==> config.mk <==
export PLATFORM = sky130hd
export DESIGN_NAME = muldiv_unit
export DESIGN_NICKNAME = d
export VERILOG_FILES = /design/src/rtl/muldiv_pkg.sv /design/src/rtl/muldiv_unit_operand_prep.sv /design/src/rtl/muldiv_unit.sv
export SDC_FILE = /design/constraint.sdc
export NUM_CORES = 1
export LEC_CHECK = 0
export CAP_MARGIN = 20
export CORE_UTILIZATION = 35
export CTS_CLUSTER_DIAMETER = 50
export DETAILED_ROUTE_END_ITERATION = 8
export PLACE_DENSITY = 0.59
export SYNTH_ARGS = -nofsm -noshare
export SYNTH_HDL_FRONTEND = slang
export SYNTH_SLANG_ARGS = --single-unit
export TNS_END_PERCENT = 10
==> constraint.sdc <==
create_clock -name clk -period 4.3 [get_ports clk]
set_clock_uncertainty 0.2 [all_clocks]
set_input_delay 1.29 -clock clk [delete_from_list [all_inputs] [get_ports clk]]
set_output_delay 1.29 -clock clk [all_outputs]
set_load 0.05 [all_outputs]
==> src/rtl/muldiv_pkg.sv <==
// Shared definitions for the iterative RV32M multiply/divide unit.
// Contents: default operand width, funct3 encodings, FSM state encoding
// and the is_div() helper used by the operand prep and the FSM.
package muldiv_pkg;

    localparam int XLEN_DEF = 32;

    localparam logic [2:0] F3_MUL    = 3'd0;
    localparam logic [2:0] F3_MULH   = 3'd1;
    localparam logic [2:0] F3_MULHSU = 3'd2;
    localparam logic [2:0] F3_MULHU  = 3'd3;
    localparam logic [2:0] F3_DIV    = 3'd4;
    localparam logic [2:0] F3_DIVU   = 3'd5;
    localparam logic [2:0] F3_REM    = 3'd6;
    localparam logic [2:0] F3_REMU   = 3'd7;

    typedef enum logic [1:0] {
        S_IDLE = 2'd0,
        S_CALC = 2'd1,
        S_FIX  = 2'd2,
        S_DONE = 2'd3
    } state_e;

    // Every divide/remainder encoding has funct3[2] set.
    function automatic logic is_div(input logic [2:0] f3);
        return f3[2];
    endfunction

endpackage

==> src/rtl/muldiv_unit_operand_prep.sv <==
// Combinational operand preparation for muldiv_unit.
// Converts the raw register values to magnitudes according to the
// signedness of the selected operation and flags the divide special cases.
// Ports:
//   funct3       in   operation select
//   op_a, op_b   in   raw rs1 / rs2 values
//   a_mag, b_mag out  absolute values (unchanged for unsigned operands)
//   sign_a       out  op_a is treated as negative
//   sign_b       out  op_b is treated as negative
//   div_by_zero  out  divide/remainder with op_b == 0
//   div_overflow out  signed -2^(XLEN-1) / -1
module muldiv_operand_prep
    import muldiv_pkg::*;
#(
    parameter int XLEN = XLEN_DEF
) (
    input  logic [2:0]      funct3,
    input  logic [XLEN-1:0] op_a,
    input  logic [XLEN-1:0] op_b,
    output logic [XLEN-1:0] a_mag,
    output logic [XLEN-1:0] b_mag,
    output logic            sign_a,
    output logic            sign_b,
    output logic            div_by_zero,
    output logic            div_overflow
);

    localparam logic [XLEN-1:0] MIN_NEG = {1'b1, {(XLEN-1){1'b0}}};

    logic a_signed;
    logic b_signed;

    always_comb begin
        // MUL only keeps the low half, which is identical for either
        // signedness, so it shares the signed path.
        a_signed = (funct3 == F3_MUL) || (funct3 == F3_MULH) || (funct3 == F3_MULHSU)
                || (funct3 == F3_DIV) || (funct3 == F3_REM);
        b_signed = (funct3 == F3_MUL) || (funct3 == F3_MULH)
                || (funct3 == F3_DIV) || (funct3 == F3_REM);

        sign_a = a_signed & op_a[XLEN-1];
        sign_b = b_signed & op_b[XLEN-1];
        a_mag  = sign_a ? -op_a : op_a;
        b_mag  = sign_b ? -op_b : op_b;

        div_by_zero  = is_div(funct3) && (op_b == '0);
        div_overflow = ((funct3 == F3_DIV) || (funct3 == F3_REM))
                    && (op_a == MIN_NEG) && (op_b == '1);
    end

endmodule

==> src/rtl/muldiv_unit.sv <==
// Iterative RV32M multiply/divide unit fed from the register file read
// ports; result goes back through the write port (WD3/A3/WE3).
// One shift-add / restoring-divide step per cycle.
// Optional feature macro: MULDIV_FAST_MUL_EN -- multiplies use a single
// combinational multiplier and bypass CALC; divides are unaffected.
// Ports:
//   clk, reset     clock, synchronous active-high reset
//   start, kill    launch (ignored while busy) / abort in-flight op
//   funct3         operation select (MUL..REMU)
//   op_a, op_b     rs1 / rs2 values, captured when start is accepted
//   rd_in          destination register, captured when start is accepted
//   busy           high from the cycle after accept through the done cycle
//   done           one-cycle result-valid pulse
//   we_out         done with a non-zero destination (WE3)
//   rd_out         captured destination (A3)
//   result         last completed result (WD3)
//
// state  | meaning
// S_IDLE | waiting for start
// S_CALC | one datapath step per cycle, counter XLEN-1 down to 0
// S_FIX  | apply result signs and divide special cases
// S_DONE | result valid, done pulse
module muldiv_unit
    import muldiv_pkg::*;
#(
    parameter int XLEN = XLEN_DEF
) (
    input  logic            clk,
    input  logic            reset,
    input  logic            start,
    input  logic            kill,
    input  logic [2:0]      funct3,
    input  logic [XLEN-1:0] op_a,
    input  logic [XLEN-1:0] op_b,
    input  logic [4:0]      rd_in,
    output logic            busy,
    output logic            done,
    output logic            we_out,
    output logic [4:0]      rd_out,
    output logic [XLEN-1:0] result
);

    localparam int              CW       = $clog2(XLEN);
    localparam logic [CW-1:0]   CNT_LAST = CW'(XLEN - 1);
    localparam logic [XLEN-1:0] MIN_NEG  = {1'b1, {(XLEN-1){1'b0}}};

    state_e            state_q, state_d;
    logic [CW-1:0]     cnt_q, cnt_d;
    logic [2*XLEN-1:0] acc_q, acc_d;       // product, or remainder:quotient
    logic [XLEN-1:0]   opd_q, opd_d;       // multiplicand or divisor magnitude
    logic [2:0]        f3_q, f3_d;
    logic              sa_q, sa_d;
    logic              sb_q, sb_d;
    logic              dz_q, dz_d;
    logic              ovf_q, ovf_d;
    logic [4:0]        rd_q, rd_d;
    logic [XLEN-1:0]   result_q, result_d;

    logic [XLEN-1:0]   a_mag, b_mag;
    logic              sign_a, sign_b, div_by_zero, div_overflow;

    muldiv_operand_prep #(.XLEN(XLEN)) u_prep (
        .funct3       (funct3),
        .op_a         (op_a),
        .op_b         (op_b),
        .a_mag        (a_mag),
        .b_mag        (b_mag),
        .sign_a       (sign_a),
        .sign_b       (sign_b),
        .div_by_zero  (div_by_zero),
        .div_overflow (div_overflow)
    );

`ifdef MULDIV_FAST_MUL_EN
    logic [2*XLEN-1:0] fast_prod;
    assign fast_prod = {{XLEN{1'b0}}, a_mag} * {{XLEN{1'b0}}, b_mag};
`endif

    logic [XLEN:0]     mul_sum;
    logic [XLEN:0]     div_trial;
    logic [XLEN:0]     div_diff;
    logic [2*XLEN-1:0] prod_signed;
    logic [XLEN-1:0]   quot_signed;
    logic [XLEN-1:0]   rem_signed;
    logic [XLEN-1:0]   fix_value;

    always_comb begin : datapath
        mul_sum   = {1'b0, acc_q[2*XLEN-1:XLEN]} + (acc_q[0] ? {1'b0, opd_q} : '0);
        // Partial remainder stays below the divisor, so the shifted trial
        // fits in XLEN+1 bits and bit XLEN of the difference is a clean borrow.
        // With a zero divisor the upper half simply collects op_a, which is
        // exactly the remainder required for that case.
        div_trial = acc_q[2*XLEN-1:XLEN-1];
        div_diff  = div_trial - {1'b0, opd_q};

        prod_signed = (sa_q ^ sb_q) ? -acc_q : acc_q;
        quot_signed = (sa_q ^ sb_q) ? -acc_q[XLEN-1:0] : acc_q[XLEN-1:0];
        rem_signed  = sa_q ? -acc_q[2*XLEN-1:XLEN] : acc_q[2*XLEN-1:XLEN];

        case (f3_q)
            F3_MUL:                       fix_value = prod_signed[XLEN-1:0];
            F3_MULH, F3_MULHSU, F3_MULHU: fix_value = prod_signed[2*XLEN-1:XLEN];
            F3_DIV, F3_DIVU:              fix_value = dz_q ? '1 : (ovf_q ? MIN_NEG : quot_signed);
            F3_REM, F3_REMU:              fix_value = ovf_q ? '0 : rem_signed;
            default:                      fix_value = '0;
        endcase
    end

    always_comb begin : fsm
        state_d  = state_q;
        cnt_d    = cnt_q;
        acc_d    = acc_q;
        opd_d    = opd_q;
        f3_d     = f3_q;
        sa_d     = sa_q;
        sb_d     = sb_q;
        dz_d     = dz_q;
        ovf_d    = ovf_q;
        rd_d     = rd_q;
        result_d = result_q;

        if (kill) begin
            state_d = S_IDLE;
        end else begin
            case (state_q)
                S_IDLE: begin
                    if (start) begin
                        f3_d    = funct3;
                        sa_d    = sign_a;
                        sb_d    = sign_b;
                        dz_d    = div_by_zero;
                        ovf_d   = div_overflow;
                        rd_d    = rd_in;
                        cnt_d   = CNT_LAST;
                        state_d = S_CALC;
                        if (is_div(funct3)) begin
                            acc_d = {{XLEN{1'b0}}, a_mag};
                            opd_d = b_mag;
                        end else begin
                            acc_d = {{XLEN{1'b0}}, b_mag};
                            opd_d = a_mag;
`ifdef MULDIV_FAST_MUL_EN
                            acc_d   = fast_prod;
                            state_d = S_FIX;
`endif
                        end
                    end
                end
                S_CALC: begin
                    if (is_div(f3_q)) begin
                        if (!div_diff[XLEN]) begin
                            acc_d = {div_diff[XLEN-1:0], acc_q[XLEN-2:0], 1'b1};
                        end else begin
                            acc_d = {div_trial[XLEN-1:0], acc_q[XLEN-2:0], 1'b0};
                        end
                    end else begin
                        acc_d = {mul_sum, acc_q[XLEN-1:1]};
                    end
                    if (cnt_q == '0) begin
                        state_d = S_FIX;
                    end else begin
                        cnt_d = cnt_q - CW'(1);
                    end
                end
                S_FIX: begin
                    result_d = fix_value;
                    state_d  = S_DONE;
                end
                S_DONE: begin
                    state_d = S_IDLE;
                end
                default: begin
                    state_d = S_IDLE;
                end
            endcase
        end
    end

    always_ff @(posedge clk) begin
        if (reset) begin
            state_q  <= S_IDLE;
            cnt_q    <= '0;
            acc_q    <= '0;
            opd_q    <= '0;
            f3_q     <= '0;
            sa_q     <= 1'b0;
            sb_q     <= 1'b0;
            dz_q     <= 1'b0;
            ovf_q    <= 1'b0;
            rd_q     <= '0;
            result_q <= '0;
        end else begin
            state_q  <= state_d;
            cnt_q    <= cnt_d;
            acc_q    <= acc_d;
            opd_q    <= opd_d;
            f3_q     <= f3_d;
            sa_q     <= sa_d;
            sb_q     <= sb_d;
            dz_q     <= dz_d;
            ovf_q    <= ovf_d;
            rd_q     <= rd_d;
            result_q <= result_d;
        end
    end

    assign busy   = (state_q != S_IDLE);
    assign done   = (state_q == S_DONE);
    assign we_out = done & (rd_q != '0);
    assign rd_out = rd_q;
    assign result = result_q;

endmodule

==> run_results.csv, run 1 <==
group,metric,value,unit
floorplanning,fp-row-count,74,
cts,clk_path_buf_depth,2,
final_layout,multi_input_comb_area,0.0109,mm^2
hold_path,hold_class,"reg2reg",
critical_path,crit_chain,"inv_1, ha_1, fa_1, nand2b_1, a21oi_1, nor4_2, o211a_1, o21ai_2, a311oi_2, o21ai_2, xor2_4, buf_12, mux2_2, a21oi_1, o21ai_0",
cts,post_cts_buffers,0,
synthesis,ys_seq_area_share,20.2,%
synthesis,ys_warn_count,0,
flow_run,cap_violations,0,
timing,slew_viol_final,0,
hold_path,hold_depth,2,
final_layout,layout.area.seq,0.00294,mm^2
critical_path,r2r_start,"acc_q[31]$_SDFFE_PP0P_",
timing,finalCritPeriodShare,94.1,%
synthesis,synth.top_cell.area_share,20.2,%
routing,dr.pass1.iters,6,
synthesis,syn_area_per_cell,7.13,um^2
hold_path,min_to,"result[0]$_SDFFE_PP0P_",
cts,clk_pin_slew_worst_paths,0.07,ns
floorplanning,io_pins,116,
synthesis,synth_enable_flop_cells,0,
critical_path,cp.required,4.41,ns
synthesis,ys_types,89,
synthesis,synth_flop_cell,"dfxtp_1",
routing,routedWlPerCell,20.7,um
final_layout,layout.nets,2316,
critical_path,crit_path_end_kind,"flop",
final_layout,diodes,0,
synthesis,synth_nets,2197,
final_layout,final_cells,2708,
cts,cts-buffers-inserted,17,
cts,cts_tree,"yes",
critical_path,cp.buffers_inverters,2,
hold_path,hp-start,"result[0]$_SDFFE_PP0P_",
global_route,grt_pass1_wl,85800,um
routing,route.antenna.remaining_nets,0,
global_route,grt_pass1_vias,14751,
final_layout,fill_cells,4203,
critical_path,cp-start-kind,"flop",
routing,via_per_inst,5.87,
timing,grt_setup_unrepaired,"false",
floorplanning,die_h,206,um
power_and_ir_drop,power_density,260,mW/mm^2
placed_design,placed_cells,2676,
power_and_ir_drop,ir_drop,0.000265,V
timing,tns,0,ns
global_route,antenna_found_initial,0,
timing,fmax,0.247,GHz
critical_path,path_max_fanout,39,
floorplanning,die_x,206,um
critical_path,arrival,4.16,ns
routing,drt-initial-drc-count,1436,
synthesis,syn_inst,2044,
synthesis,synth-seq-cells,147,
placed_design,dpl.hpwl,43800,um
timing,hold_viol,0,
cts,clk_latency,0.45,ns
synthesis,synthesis.area,0.0146,mm^2
final_layout,final_common_cell,"nor2_1",
critical_path,r2r_end,"acc_q[41]$_SDFFE_PP0P_",
timing,tightest_slew,0.917,ns
floorplanning,coreArea,0.0409,mm^2
floorplanning,die-area,0.0425,mm^2
critical_path,cp_slowest_cell,"fa_1",
critical_path,rr_worst_depth,15,
timing,maxSlewHeadroom,38.8,%
timing,min_period,4.04,ns
power_and_ir_drop,p_leak,6.77,nW
timing,setup_viol,0,
synthesis,async_flop_share,0,%
placed_design,place_congestion,0.969,
critical_path,path_delay_family,"compound AO/OA/AOI/OAI gates",
global_route,grt.total_usage,26.4,%
critical_path,r2r_slack,0.26,ns
cts,root_buffer,"clkbuf_16",
routing,vias,15905,
synthesis,synth_top_cell_by_area,"dfxtp_1",
critical_path,crit_type,"reg2reg",
final_layout,layout-drive-gt1-share,10.8,%
cts,cts_sinks,147,
global_route,grt_max_degree,85,
status,status,"complete, no violations",
critical_path,cpPeakStageDelay,0.41,ns
routing,drc_errors,0,
cts,htreeDepth,4,
final_layout,layout_common_cells,"nor2_1 (232), nand2_1 (210), a21oi_1 (187)",
floorplanning,start_util,35.6,%
synthesis,synthTopCellsByArea,"dfxtp_1 (20%), xnor2_1 (6.5%), ha_1 (6.4%)",
routing,totalWireLength,56100,um
placed_design,port_buffers,115,
final_layout,area_growth,20.0,%
global_route,gr-total-overflow,0,
-- timing repair --
| item | in CTS | in global routing |
|---|---|---|
| resized for setup | 0 | 1 |
| hold buffers | 0 | 0 |
| setup endpoints to repair | 0 | 4 |
-- sequential cells by signal (all words and copies together), names as in the netlist --
signal / count
acc_q: 64
cnt_q: 5
dz_q: 1
f3_q: 3
opd_q: 32
ovf_q: 1
rd_out: 5
result: 32
sa_q: 1
sb_q: 1
state_q: 2
-- worst max path at each step --
stage / start / depth (start not counted) / slack (ns) / endpoint
finish: acc_q[31]$_SDFFE_PP0P_ / 15 / 0.26 / acc_q[41]$_SDFFE_PP0P_
global route: acc_q[0]$_SDFFE_PP0P_ / 15 / 0.03 / acc_q[61]$_SDFFE_PP0P_
CTS: acc_q[31]$_SDFFE_PP0P_ / 15 / 0.17 / acc_q[41]$_SDFFE_PP0P_
detailed placement: op_a[1] / 12 / -0.16 / acc_q[25]$_SDFFE_PP0P_
global placement: op_a[1] / 12 / -0.18 / acc_q[25]$_SDFFE_PP0P_
floorplan: op_a[1] / 11 / 0.49 / acc_q[25]$_SDFFE_PP0P_
-- power by group --
group / internal [W] / switching [W] / total (W)
logic: 0.000604 / 0.000940 / 0.00154
registers: 0.00143 / 0.0000879 / 0.00151
clock network: 0.000832 / 0.000657 / 0.00149
total: 0.00286 / 0.00168 / 0.00455
-- layout make-up --
cell class | instances | area share, %
tap | 532 | 3.80
sequential | 147 | 16.8
inverter | 71 | 1.52
multi-input combinational | 1683 | 62.2
clock buffer | 19 | 2.59
clock inverter | 13 | 0.708
timing repair buffer | 243 | 12.3
-- worst register-to-register path, cell delays in order, from the launching register on --
cell and delay [ns]:
dfxtp_1 0.33, inv_1 0.06, ha_1 0.24, fa_1 0.41, nand2b_1 0.20, a21oi_1 0.24
nor4_2 0.12, o211a_1 0.29, o21ai_2 0.25, a311oi_2 0.22, o21ai_2 0.27, xor2_4 0.18
buf_12 0.27, mux2_2 0.40, a21oi_1 0.13, o21ai_0 0.10
-- metrics by stage --
| step | hold slack, ns | total power (W) | cell area, um^2 | worst slack [ns] | utilization (%) |
|---|---|---|---|---|---|
| after floorplan | 0.232 | 0.00247 | 14600 | 0.494 | - |
| after global placement | 0.234 | 0.00304 | 16900 | -0.180 | 41.3 |
| final | 0.245 | 0.00455 | 17500 | 0.255 | 42.7 |
| after detailed placement | 0.243 | 0.00306 | 16900 | -0.160 | 41.3 |
| after global routing | 0.266 | 0.00475 | 17500 | 0.0265 | 42.7 |
| after CTS | 0.251 | 0.00454 | 17500 | 0.168 | 42.7 |
-- per-layer routing --
layer | up-vias | part of all wire [%] | track usage, %
met5 | - | 0 | 0
met4 | 0 | 3.6 | 9.59
met2 | 651 | 44 | 41.5
met1 | 7511 | 45 | 36.1
li1 | 7634 | - | -
met3 | 109 | 7.6 | 4.32
-- Yosys cell counts, types with 15 or more instances --
cell and instances:
a21o_1 27, dfxtp_1 147, a21oi_1 187, nor3_1 67, xnor2_1 109, o211ai_1 33
nand3_1 33, nor4_1 16, clkbuf_1 121, nand4_1 15, o21ai_0 142, mux2i_1 39
ha_1 75, xor2_1 76, inv_1 70, nand2_1 210, a31oi_1 22, nor2_1 235
a22oi_1 16, mux2_2 30, nand2b_1 18, or3_1 17, o31ai_1 21, a211oi_1 68
o221ai_1 16
-- kinds of logic (layout without fill, tap and decap cells) --
| family | count (synthesis) | after routing | synth area share, % |
|---|---|---|---|
| xor+xnor | 185 | 185 | 11.1 |
| simple gates | 700 | 700 | 22.7 |
| flops | 147 | 147 | 20.2 |
| fa+ha+maj | 77 | 77 | 6.71 |
| buf+inv | 214 | 346 | 5.66 |
| mux | 69 | 69 | 4.99 |
| compound gates | 652 | 652 | 28.7 |
(Power assumes the default switching activity.)
==> inputs of run 2 (changes only) <==
--- a/config.mk
+++ b/config.mk
@@ -9,7 +9,8 @@
 export CORE_UTILIZATION = 35
 export CTS_CLUSTER_DIAMETER = 50
 export DETAILED_ROUTE_END_ITERATION = 8
-export PLACE_DENSITY = 0.59
+export PLACE_DENSITY_LB_ADDON = 0.1
+export SETUP_SLACK_MARGIN = 0.5
 export SYNTH_ARGS = -nofsm -noshare
 export SYNTH_HDL_FRONTEND = slang
 export SYNTH_SLANG_ARGS = --single-unit
==> run 2 against run 1 <==
Fmax up 6.9%; core utilization rose by 1.7 points; hold slack improved by 0.0081 ns; wire length up 11%; first-iteration DRC count fell by 14%; critical path depth is 4 lower; register-to-register slack gained 0.34 ns; worst setup slack better by 0.26 ns; non-clock buffer count increased by 37; sequential power about the same; critical path type is now in2reg; highest routed layer unchanged.
==> run_results.csv, run 2 (same netlist as run 1, synthesis figures left out) <==
group,metric,value,unit
routing,drt-initial-drc-count,1239,
routing,totalWireLength,62000,um
power_and_ir_drop,power.total,0.00481,W
floorplanning,die_x,206,um
global_route,grt_max_degree,65,
cts,clk_pin_slew_worst_paths,0.06,ns
critical_path,rr_worst_depth,16,
cts,htreeDepth,4,
power_and_ir_drop,p_leak,7.16,nW
routing,drc_errors,0,
critical_path,crit_type,"in2reg",
critical_path,cp.required,4.47,ns
critical_path,path_max_fanout,3,
floorplanning,die_h,206,um
cts,root_buffer,"clkbuf_16",
placed_design,dpl_worst_slack,-0.152,ns
critical_path,cp-start-kind,"primary input",
final_layout,diodes,0,
floorplanning,fp-row-count,74,
timing,finalCritPeriodShare,88.0,%
timing,grt_setup_unrepaired,"true",
timing,setup_viol,0,
global_route,grt_pass1_wl,93000,um
hold_path,min_to,"opd_q[18]$_SDFFE_PP0P_",
routing,vias,16235,
timing,slew_viol_final,0,
routing,routedWlPerCell,22.6,um
cts,cts-buffers-inserted,17,
placed_design,placed_cells,2705,
critical_path,arrival,3.95,ns
final_layout,fill_cells,4242,
timing,maxSlewHeadroom,41.3,%
floorplanning,start_util,35.6,%
flow_run,cap_violations,0,
power_and_ir_drop,ir_drop,0.000184,V
cts,clk_path_buf_depth,2,
placed_design,place_congestion,0.994,
final_layout,area_growth,24.7,%
status,status,"complete, no violations",
global_route,antenna_found_initial,0,
final_layout,final_cells,2745,
critical_path,r2r_start,"acc_q[0]$_SDFFE_PP0P_",
floorplanning,io_pins,116,
timing,finalWorstSetupSlack,0.517,ns
routing,route.antenna.remaining_nets,0,
routing,via_per_inst,5.91,
final_layout,final_common_cell,"nor2_1",
floorplanning,die-area,0.0425,mm^2
final_layout,final_cell_area,0.0182,mm^2
critical_path,crit_path_end_kind,"flop",
critical_path,r2r_end,"acc_q[62]$_SDFFE_PP0P_",
timing,min_period,3.78,ns
final_layout,layout_common_cells,"nor2_1 (231), nand2_1 (209), a21oi_1 (185)",
final_layout,largest_register,"acc_q",
critical_path,r2r_slack,0.60,ns
cts,cts_tree,"yes",
timing,fmax,0.264,GHz
final_layout,layout-drive-gt1-share,14.2,%
timing,tightest_slew,0.880,ns
global_route,grt.total_usage,29.0,%
hold_path,hold_depth,2,
timing,hold_viol,0,
timing,tns,0,ns
placed_design,dpl.hpwl,48600,um
placed_design,port_buffers,115,
hold_path,hold_class,"reg2reg",
global_route,grt_pass1_vias,15390,
global_route,gr-total-overflow,0,
final_layout,largest_reg_flops,64,
placed_design,placed_cell_area,0.0171,mm^2
floorplanning,coreArea,0.0409,mm^2
cts,cts_sinks,147,
cts,clk_latency,0.47,ns
routing,dr.pass1.iters,7,
final_layout,layout.nets,2353,
hold_path,hp-start,"opd_q[18]$_SDFFE_PP0P_",
power_and_ir_drop,power_density,265,mW/mm^2
==> run 2: cell types whose count changed in the layout (fill, tap and decap cells not counted), sizes merged <==
cell           change
inv                +6
dlymetal6s2s       +7
clkinvlp           -2
bufinv             +1
clkdlybuf4s50      -7
bufbuf             +1
buf               +36
clkbuf             -1
clkinv             -4
==> run 2: routing by layer <==
layer  vias up  track usage (%)  wire length, um
met1      7848             38.1            27500
met2       557             47.7            28500
met3       101             3.94             3500
met5         -                0                0
met4         0             11.8             2540
li1       7729                -                -
==> run 2: metrics by stage <==
step,hold WS [ns],util (%)
finish,0.253,44.4
global route,0.271,44.4
CTS,0.257,43.8
detailed placement,0.248,41.8
global placement,0.235,41.8
floorplan,0.232,-
==> run 2: cell type report <==
type | instances | area, um^2 | share of cell area [%]
tap | 532 | 666 | 3.66
inverter | 71 | 267 | 1.47
clock buffer | 18 | 439 | 2.42
sequential | 147 | 2950 | 16.2
timing repair buffer | 280 | 2510 | 13.8
clock inverter | 14 | 184 | 1.01
multi-input combinational | 1683 | 11200 | 61.5
==> run 2: how the worst max path moves through the flow <==
stage	start	end	slack [ns]	depth (start not counted)
3_3_place_gp	op_a[1]	acc_q[25]$_SDFFE_PP0P_	-0.16	12
4_1_cts	op_b[11]	acc_q[30]$_SDFFE_PP0P_	0.44	12
5_1_grt	op_b[11]	acc_q[16]$_SDFFE_PP0P_	0.43	12
6_report	op_b[11]	acc_q[20]$_SDFFE_PP0P_	0.52	11
2_1_floorplan	op_a[1]	acc_q[29]$_SDFFE_PP0P_	0.51	9
3_5_place_dp	op_a[1]	acc_q[29]$_SDFFE_PP0P_	-0.15	10
==> run 2: worst max-delay path: stages <==
cell	delay (ns)
clkdlybuf4s50_1	0.41
or3_1	0.40
or3_4	0.36
or3_4	0.42
buf_4	0.15
o31ai_2	0.20
xnor2_1	0.19
nor2_1	0.08
a211oi_2	0.18
a211oi_2	0.07
nor3_1	0.20
==> run 2: what timing repair did <==
action,4_1_cts,5_1_grt
pin swaps,9,29
resized for setup,14,64
gates cloned,2,0
setup buffers,4,2
hold buffers,0,0
setup endpoints to repair,42,77
==> run 2: where the power goes <==
| part | switching (W) | internal, W | leakage (nW) |
|---|---|---|---|
| clock network | 0.000739 | 0.000903 | 0.304 |
| registers | 0.0000831 | 0.00143 | 1.20 |
| logic | 0.00100 | 0.000659 | 5.65 |
| total | 0.00183 | 0.00299 | 7.16 |
